File: src/rtl/ysyx_24090012_pkg.sv
// ysyx_24090012_pkg: types and constants shared by the ysyx_24090012 pipeline stages.
// Holds the fetch FSM encoding, the AXI "OKAY" response code and the width of
// the instruction sequence tag, plus the tag increment helper.
package ysyx_24090012_pkg;

    typedef enum logic [1:0] {
        IFU_REQ  = 2'd0,
        IFU_WAIT = 2'd1,
        IFU_HOLD = 2'd2
    } ifu_state_e;

    localparam logic [1:0] RESP_OKAY = 2'b00;
    localparam int         NUM_W     = 64;

    // Tag 0 means "no instruction", so the increment skips it when the counter wraps.
    function automatic logic [NUM_W-1:0] nextSeq(input logic [NUM_W-1:0] seq);
        logic [NUM_W-1:0] incr;
        incr = seq + {{(NUM_W-1){1'b0}}, 1'b1};
        return (incr == '0) ? {{(NUM_W-1){1'b0}}, 1'b1} : incr;
    endfunction

endpackage

File: src/rtl/ysyx_24090012_ifu_perf.sv
// ysyx_24090012_ifu_perf: three saturating 32-bit event counters for the fetch stage.
// Only instantiated when IFU_PERF_EN is defined.
module ysyx_24090012_ifu_perf
    import ysyx_24090012_pkg::*;
(
    input  logic        clock,
    input  logic        reset,
    input  logic        incFetch_i,
    input  logic        incFlush_i,
    input  logic        incStall_i,
    output logic [31:0] fetchCnt_o,
    output logic [31:0] flushCnt_o,
    output logic [31:0] stallCnt_o
);

    logic [31:0] fetchCnt_q, fetchCnt_d;
    logic [31:0] flushCnt_q, flushCnt_d;
    logic [31:0] stallCnt_q, stallCnt_d;

    // Each counter increments on its event and sticks at all-ones instead of wrapping.
    always_comb begin
        fetchCnt_d = fetchCnt_q;
        flushCnt_d = flushCnt_q;
        stallCnt_d = stallCnt_q;
        if (incFetch_i && (fetchCnt_q != '1)) fetchCnt_d = fetchCnt_q + 32'd1;
        if (incFlush_i && (flushCnt_q != '1)) flushCnt_d = flushCnt_q + 32'd1;
        if (incStall_i && (stallCnt_q != '1)) stallCnt_d = stallCnt_q + 32'd1;
    end

    // Counter registers with synchronous active-low clear.
    always_ff @(posedge clock) begin
        if (!reset) begin
            fetchCnt_q <= '0;
            flushCnt_q <= '0;
            stallCnt_q <= '0;
        end else begin
            fetchCnt_q <= fetchCnt_d;
            flushCnt_q <= flushCnt_d;
            stallCnt_q <= stallCnt_d;
        end
    end

    assign fetchCnt_o = fetchCnt_q;
    assign flushCnt_o = flushCnt_q;
    assign stallCnt_o = stallCnt_q;

endmodule

File: src/rtl/ysyx_24090012_ifu.sv
// ysyx_24090012_ifu: instruction fetch stage. Holds the fetch PC, issues one
// AXI4-Lite-style read per instruction and hands {inst, pc, num} to decode.
// Redirects from decode override everything else; a fetch already on the bus
// when a redirect arrives is tracked with the drop flag and discarded.
// Optional macro IFU_PERF_EN adds saturating fetch/flush/stall counters.
module ysyx_24090012_ifu
    import ysyx_24090012_pkg::*;
#(
    parameter int                ADDR_W   = 32,
    parameter logic [ADDR_W-1:0] RESET_PC = 32'h3000_0000
) (
    input  logic              clock,
    input  logic              reset,
    output logic [ADDR_W-1:0] araddr,
    output logic              arvalid,
    input  logic              arready,
    input  logic [31:0]       rdata,
    input  logic [1:0]        rresp,
    input  logic              rvalid,
    output logic              rready,
    output logic [31:0]       inst,
    output logic [ADDR_W-1:0] ifu_to_idu_pc,
    output logic [NUM_W-1:0]  num,
    output logic              ifu_valid,
    input  logic              ifu_ready,
    input  logic              control_hazard,
    input  logic [ADDR_W-1:0] branch_target_pc,
    output logic              fetch_err
`ifdef IFU_PERF_EN
    ,
    output logic [31:0]       perf_fetch,
    output logic [31:0]       perf_flush,
    output logic [31:0]       perf_stall
`endif
);

    ifu_state_e        state_q, state_d;
    logic [ADDR_W-1:0] pc_q, pc_d;
    logic [NUM_W-1:0]  seq_q, seq_d;
    logic              drop_q, drop_d;
    logic [31:0]       inst_q, inst_d;
    logic [ADDR_W-1:0] idPc_q, idPc_d;
    logic [NUM_W-1:0]  num_q, num_d;
    logic              fetchErr_q, fetchErr_d;
    logic              arvalid_q, rready_q, ifuValid_q;

    logic reqFire, respFire, outFire, rightPath;

    // Handshakes are qualified by the registered valid/ready outputs, so the
    // cycle right after reset (state REQ but arvalid still low) cannot fire.
    always_comb begin
        reqFire   = (state_q == IFU_REQ)  && arvalid_q  && arready;
        respFire  = (state_q == IFU_WAIT) && rready_q   && rvalid;
        outFire   = (state_q == IFU_HOLD) && ifuValid_q && ifu_ready;
        rightPath = respFire && !drop_q && !control_hazard;
    end

    // Next-state logic: normal REQ->WAIT->HOLD progression, with a redirect
    // applied last so it overrides the PC and state chosen by any other event.
    always_comb begin
        state_d    = state_q;
        pc_d       = pc_q;
        seq_d      = seq_q;
        drop_d     = drop_q;
        inst_d     = inst_q;
        idPc_d     = idPc_q;
        num_d      = num_q;
        fetchErr_d = fetchErr_q;
        case (state_q)
            IFU_REQ: begin
                if (reqFire) state_d = IFU_WAIT;
                if (control_hazard) begin
                    pc_d = branch_target_pc;
                    if (reqFire) drop_d = 1'b1;
                end
            end
            IFU_WAIT: begin
                if (respFire) begin
                    drop_d  = 1'b0;
                    state_d = IFU_REQ;
                    if (rightPath) begin
                        inst_d  = rdata;
                        idPc_d  = pc_q;
                        num_d   = seq_q;
                        state_d = IFU_HOLD;
                        if (rresp != RESP_OKAY) fetchErr_d = 1'b1;
                    end
                end
                if (control_hazard) begin
                    pc_d = branch_target_pc;
                    if (!respFire) drop_d = 1'b1;
                end
            end
            IFU_HOLD: begin
                if (outFire) begin
                    seq_d   = nextSeq(seq_q);
                    pc_d    = pc_q + ADDR_W'(4);
                    state_d = IFU_REQ;
                end
                if (control_hazard) begin
                    pc_d    = branch_target_pc;
                    state_d = IFU_REQ;
                end
            end
            default: state_d = IFU_REQ;
        endcase
    end

    // State and output registers; bus/decode valids are registered from the next state.
    always_ff @(posedge clock) begin
        if (!reset) begin
            state_q    <= IFU_REQ;
            pc_q       <= RESET_PC;
            seq_q      <= {{(NUM_W-1){1'b0}}, 1'b1};
            drop_q     <= 1'b0;
            inst_q     <= '0;
            idPc_q     <= '0;
            num_q      <= '0;
            fetchErr_q <= 1'b0;
            arvalid_q  <= 1'b0;
            rready_q   <= 1'b0;
            ifuValid_q <= 1'b0;
        end else begin
            state_q    <= state_d;
            pc_q       <= pc_d;
            seq_q      <= seq_d;
            drop_q     <= drop_d;
            inst_q     <= inst_d;
            idPc_q     <= idPc_d;
            num_q      <= num_d;
            fetchErr_q <= fetchErr_d;
            arvalid_q  <= (state_d == IFU_REQ);
            rready_q   <= (state_d == IFU_WAIT);
            ifuValid_q <= (state_d == IFU_HOLD);
        end
    end

    assign araddr        = pc_q;
    assign arvalid       = arvalid_q;
    assign rready        = rready_q;
    assign inst          = inst_q;
    assign ifu_to_idu_pc = idPc_q;
    assign num           = num_q;
    assign ifu_valid     = ifuValid_q;
    assign fetch_err     = fetchErr_q;

`ifdef IFU_PERF_EN
    logic incStall;

    // A stall cycle is one where decode is offered an instruction and refuses it.
    always_comb begin
        incStall = (state_q == IFU_HOLD) && ifuValid_q && !ifu_ready;
    end

    ysyx_24090012_ifu_perf uPerf (
        .clock      (clock),
        .reset      (reset),
        .incFetch_i (rightPath),
        .incFlush_i (control_hazard),
        .incStall_i (incStall),
        .fetchCnt_o (perf_fetch),
        .flushCnt_o (perf_flush),
        .stallCnt_o (perf_stall)
    );
`endif

endmodule

File: config.mk
export PLATFORM = sky130hd
export DESIGN_NAME = ysyx_24090012_ifu
export DESIGN_NICKNAME = d
export VERILOG_FILES = /design/src/rtl/ysyx_24090012_pkg.sv /design/src/rtl/ysyx_24090012_ifu_perf.sv /design/src/rtl/ysyx_24090012_ifu.sv
export SDC_FILE = /design/constraint.sdc
export NUM_CORES = 1
export LEC_CHECK = 0
export CAP_MARGIN = 10
export CORE_UTILIZATION = 48
export DETAILED_ROUTE_END_ITERATION = 8
export GPL_ROUTABILITY_DRIVEN = 1
export PLACE_DENSITY_LB_ADDON = 0.05
export SKIP_CTS_REPAIR_TIMING = 1
export SLEW_MARGIN = 40
export SYNTH_ARGS = -nofsm -noshare
export SYNTH_HDL_FRONTEND = slang
export SYNTH_HIERARCHICAL = 1
export SYNTH_SLANG_ARGS = --single-unit
File: constraint.sdc
create_clock -name clock -period 4.9 [get_ports clock]
set_input_delay 0.49 -clock clock [delete_from_list [all_inputs] [get_ports clock]]
set_output_delay 0.49 -clock clock [all_outputs]
set_load 0.05 [all_outputs]
* After elaboration in Yosys (flattened, before gate mapping)
Cells that the tools add are included.
** Operators by class
- Add/sub/neg operators :: 2
- Eq/ne operators :: 8
- Multiplexer cells :: 17
- Reductions and logical operators :: 22
** Operators by type and width (number)
- two-way mux 32 bit :: 3
- adder 64 x 1 -> 64 bit (second input constant) :: 1
- zero test 64 bit :: 1
- two-way mux 64 bit :: 1
- one-hot mux 32 bit (2 select lines) :: 1
- adder 32 x 3 -> 32 bit (second input constant) :: 1
- two-way mux 2 bit :: 5
- AND reduction 3 bit :: 3
- logical AND 1 bit :: 8
- one-hot mux 2 bit (3 select lines) :: 1
- nonzero test 2 bit :: 3
- two-way mux 1 bit :: 5
- equality test 2 x 1 -> 1 bit (second input constant) :: 2
- equality test 2 bit (second input constant) :: 2
- zero test 2 bit :: 2
- != test 2 bit (second input constant) :: 2
- AND reduction 4 bit :: 1
- != test 3 bit (second input constant) :: 1
- zero test 1 bit :: 2
- != test 2 x 1 -> 1 bit (second input constant) :: 1
- one-hot mux 1 bit (2 select lines) :: 1
- AND reduction 2 bit :: 1
- OR reduction 2 bit :: 1
** Word-level totals
- Flip-flop bits (word level) :: 231
- Input bits :: 72
- Output and inout port bits :: 164
- Logic and storage cells :: 60

* Longest topological paths before layout
- Depth after elaboration :: 9
- Gate-level depth with buffers :: 12
- Gate-level depth less buffers :: 10

* Least setup slack after synthesis
OpenSTA, ideal clock, no wires.
- Path type :: reg-to-reg
- Start point :: reg seq_q[0]
- End point :: reg seq_q[1]
- Setup time :: 0.117 ns
- Arrival :: 3.671 ns
- Data required time :: 4.783 ns
- Slack :: 1.112 ns
- Cell stages (with the launch flop) :: 11
- Path buffers :: 0
- Period minus slack after synthesis :: 3.788 ns
- Cell sequence :: dfxtp_1 > ha_1 > nand4_1 > or4_1 > nor4_1 > or4b_2 > xnor2_1 > or4_1 > nor4_1 > nand4_1 > a32o_1
** Between the ends
- Longest elaborated chain between the ends :: 3
** RTL lines
- start: declaration :: RTL line ysyx_24090012_ifu.sv:39 : logic [NUM_W-1:0] seq_q, seq_d;
- start signal: assignment :: RTL line ysyx_24090012_ifu.sv:114 : seq_q <= {{(NUM_W-1){1'b0}}, 1'b1};
- start signal: assignment :: RTL line ysyx_24090012_ifu.sv:126 : seq_q <= seq_d;
- adder 64 x 1 -> 64 bit * :: RTL line ysyx_24090012_pkg.sv:18 : incr = seq + {{(NUM_W-1){1'b0}}, 1'b1};
- zero test 64 bit :: RTL line ysyx_24090012_pkg.sv:19 : return (incr == '0) ? {{(NUM_W-1){1'b0}}, 1'b1} : incr;
- two-way mux 64 bit * :: RTL line ysyx_24090012_pkg.sv:19
Every way passes the cells marked *; elsewhere a longest branch is shown, timed or not.
A chain may end at the register's enable or synchronous reset.

* Worst setup path after layout
Same ends and word-level chain as after synthesis.

==> key figures <==
Clocking
  • Reg clk slew, reported paths: 0.06 ns
  • Clk root buf: clkbuf_16
  • Total CTS buffers: 26
  • Max clock buf depth: 3
  • CTS H-Tree Depth: 1
  • Sink Count: 231
  • Worst skew pair latency: 0.53 ns
  • TritonCTS clock tree: built

Yosys
  • Synth Area in Adders: 0.226%
  • Seq/Total Area, Yosys: 41.7%
  • Top FF cell, synth: dfxtp_1
  • Ys async rst share: 0%
  • Synth top area cells: dfxtp_1 42%, nand2_1 11%, a21boi_0 10%
  • Synth Area in XOR/XNOR: 6.08%
  • Synth warn: 6
  • Mapped Cells: 1,427
  • Post-Synthesis Net Count: 1,501
  • Multiplexer area fraction after synthesis: 0%
  • Post-synth top area cell: dfxtp_1
  • Post-synth EDFFs: 0
  • Netlist cell types: 54
  • Yosys reg bits: 231
  • Synth Area in Compound Gates: 18.3%
  • Simple-gate portion of the synthesized area: 29.4%
  • Main combinational cell family by area after synthesis: simple AND/OR/NAND/NOR gates
  • Avg Cell Area, Syn: 7.77 µm²
  • Synth Cell Area: 0.0111 mm²
  • Area fraction of the dominant cell type after synthesis: 41.7%

Routing
  • Final Routed Wirelength: 31.1 mm
  • Via count: 10.4k
  • ANT nets after route: 0
  • Iteration-0 DRC Markers: 684
  • DR DRC count: 0
  • Via-to-Cell Ratio: 5.47
  • Pre-Repair DR Iteration Count: 8
  • Routed wire per std cell: 16.4 µm

Worst setup path
  • Max Fanout on Critical Path: 8
  • Reg2reg end: seq_q[1]$_SDFFE_PN0P_
  • Worst EP required: 5.32 ns
  • CP Capture Type: flop
  • Worst reg-to-reg setup slack: 0.31 ns
  • Crit path kind: reg2reg
  • Worst Path Arrival: 5.01 ns
  • Worst Reg-to-Reg Cells: 10
  • RR Startpoint: seq_q[0]$_SDFFE_PN1P_
  • Startpoint Class: flop

Place
  • Post-detail-place hpwl: 21.6 mm
  • Placed cells: 1,851
  • Dpl ws: 0.441 ns
  • Global placer's final weighted congestion: 0.928
  • IO Port Bufs: 235

Floorplan
  • Die area: 0.0237 mm²
  • Die Wd: 154 µm
  • Die H: 154 µm
  • FP Rows: 55
  • Starting Density: 49.0%
  • Core Area: 0.0226 mm²
  • Num ports: 236

Global routing
  • GR Overflow Total: 0
  • Initial antenna violation count: 1
  • First-pass GRT wire length: 50.4 mm
  • Total track usage: 26.0%
  • Pin count of the biggest net entering global routing: 76
  • Vias in the first global route: 9,602

Final layout
  • Final nets: 1,669
  • Layout cells sized above 1: 4.77%
  • Non-filler cells in the finished layout: 1,901
  • Fillers: 2,001
  • Area growth syn-to-layout: 30.0%

STA
  • Relative slew slack: 46.7%
  • Worst-margin pin slew: 0.793 ns
  • Final setup margin: 0.307 ns
  • Worst Skew: 0.0126 ns
  • Setup TNS: 0 ns
  • Post-route clock period utilization: 93.7%
  • Final hold violation count: 0
  • Max Fclk: 218 MHz
  • RSZ-0062 raised after global routing: false
  • Tmin final: 4.59 ns
  • Pins Over Slew Limit: 0
  • Hold slack: 0.459 ns
  • Final setup violation count: 0

Power and ir drop
  • Peak VDD IR: 0.299 mV
  • Total power: 4.13 mW
  • Pwr Density: 287 mW/mm²
  • Pleak: 4.76 nW

Worst hold path
  • Worst Hold Class: reg2reg
  • Hold endpoint: num[20]$_SDFFE_PN0P_
  • Worst hold path depth: 2
  • Hold Path Origin: num[20]$_SDFFE_PN0P_

Run status
  • Status: finished clean

Flow run
  • Max cap viols: 0
## worst max path at each step
stage	from	endpoint	slack, ns	cells past startpoint
after floorplan	seq_q[0]$_SDFFE_PN1P_	seq_q[1]$_SDFFE_PN0P_	1.11	10
after global placement	seq_q[0]$_SDFFE_PN1P_	seq_q[1]$_SDFFE_PN0P_	0.65	10
after detailed placement	seq_q[0]$_SDFFE_PN1P_	seq_q[1]$_SDFFE_PN0P_	0.44	10
after CTS	seq_q[0]$_SDFFE_PN1P_	seq_q[1]$_SDFFE_PN0P_	0.42	10
after global routing	seq_q[0]$_SDFFE_PN1P_	seq_q[1]$_SDFFE_PN0P_	0.12	10
final	seq_q[0]$_SDFFE_PN1P_	seq_q[1]$_SDFFE_PN0P_	0.31	10
## registers in the layout, indices dropped and copies added (netlist names), 2 cells and up
register and count:
ifu_to_idu_pc 32, araddr 32, state_q 2, inst 32, seq_q 64, num 64
## cells in the final DEF, fill, tap and decap left out, types with 45 or more instances in the layout
cell type | synthesis | final
dfxtp_1 | 231 | 231
o21ai_0 | 60 | 60
and2_1 | 55 | 55
a21boi_0 | 150 | 150
clkdlybuf4s50_1 | 0 | 234
nor3_1 | 46 | 45
nor2_1 | 68 | 67
nand3_1 | 49 | 49
xnor2_1 | 51 | 51
nand2_1 | 338 | 338
## kinds of logic after synthesis
kind of cell / Yosys count
and+or+nand+nor: 693
AOI/OAI and AO/OA: 301
DFF: 231
buffers and inverters: 123
xor gates and xnor gates: 77
adders and majority gates: 2
## critical path, cell delays in order, from the launching register on
cell	delay, ns
dfxtp_1	0.45
ha_1	0.30
nand4_1	0.18
or4_1	0.63
nor4_1	0.74
or4b_2	0.66
xnor2_1	0.14
or4_1	0.54
nor4_1	0.35
nand4_1	0.23
a32o_1	0.26
## final cells by class
cell class / instances / area [µm²] / area share, %
sequential: 231 / 4620 / 32.1
tap: 285 / 357 / 2.47
timing repair buffer: 253 / 2500 / 17.3
antenna: 2 / 5.00 / 0.0347
multi-input combinational: 1073 / 6030 / 41.8
clock buffer: 40 / 805 / 5.58
inverter: 10 / 37.5 / 0.260
clock inverter: 7 / 62.6 / 0.434
## report_power, final
part | switching [mW] | total, mW | leakage (nW) | internal, mW
logic | 0.142 | 0.265 | 2.46 | 0.123
registers | 0.0305 | 1.93 | 1.87 | 1.90
clock network | 0.765 | 1.94 | 0.430 | 1.18
total | 0.937 | 4.13 | 4.76 | 3.20
## through the flow
| step | cell area (µm²) | utilization, % |
|---|---|---|
| after global routing | 14400 | 63.6 |
| after global placement | 13500 | 59.7 |
| after floorplan | 11100 | - |
| after detailed placement | 13500 | 59.7 |
| final | 14400 | 63.7 |
| after CTS | 14400 | 63.5 |
## synthesized netlist by cell type (all sizes together) (2+ instances only)
cell type / instances
a211oi: 5
a21boi: 150
a21oi: 36
a22oi: 8
a311oi: 2
a31oi: 9
a32oi: 2
a41oi: 2
and2: 55
and3: 16
and4: 6
buf: 8
clkbuf: 105
dfxtp: 231
ha: 2
inv: 10
nand2: 338
nand3: 50
nand4: 33
nand4b: 3
nor2: 68
nor2b: 11
nor3: 46
nor3b: 4
nor4: 23
nor4b: 2
o211a: 2
o211ai: 2
o21a: 2
o21ai: 61
o221a: 2
o22ai: 5
o31a: 2
o31ai: 6
or2: 2
or3: 28
or4: 6
xnor2: 51
xor2: 26
## per-layer routing
layer  wire, µm  vias to the layer above  global-route usage (%)  part of all wire, %
li1           -                     5222                       -                    -
met1      14100                     4857                    33.8                   45
met2      14300                      282                    42.8                   46
met3       1910                       45                    5.83                  6.1
met4        868                        0                    8.33                  2.8
met5          0                        -                       0                    0
(Power assumes the default switching activity.)
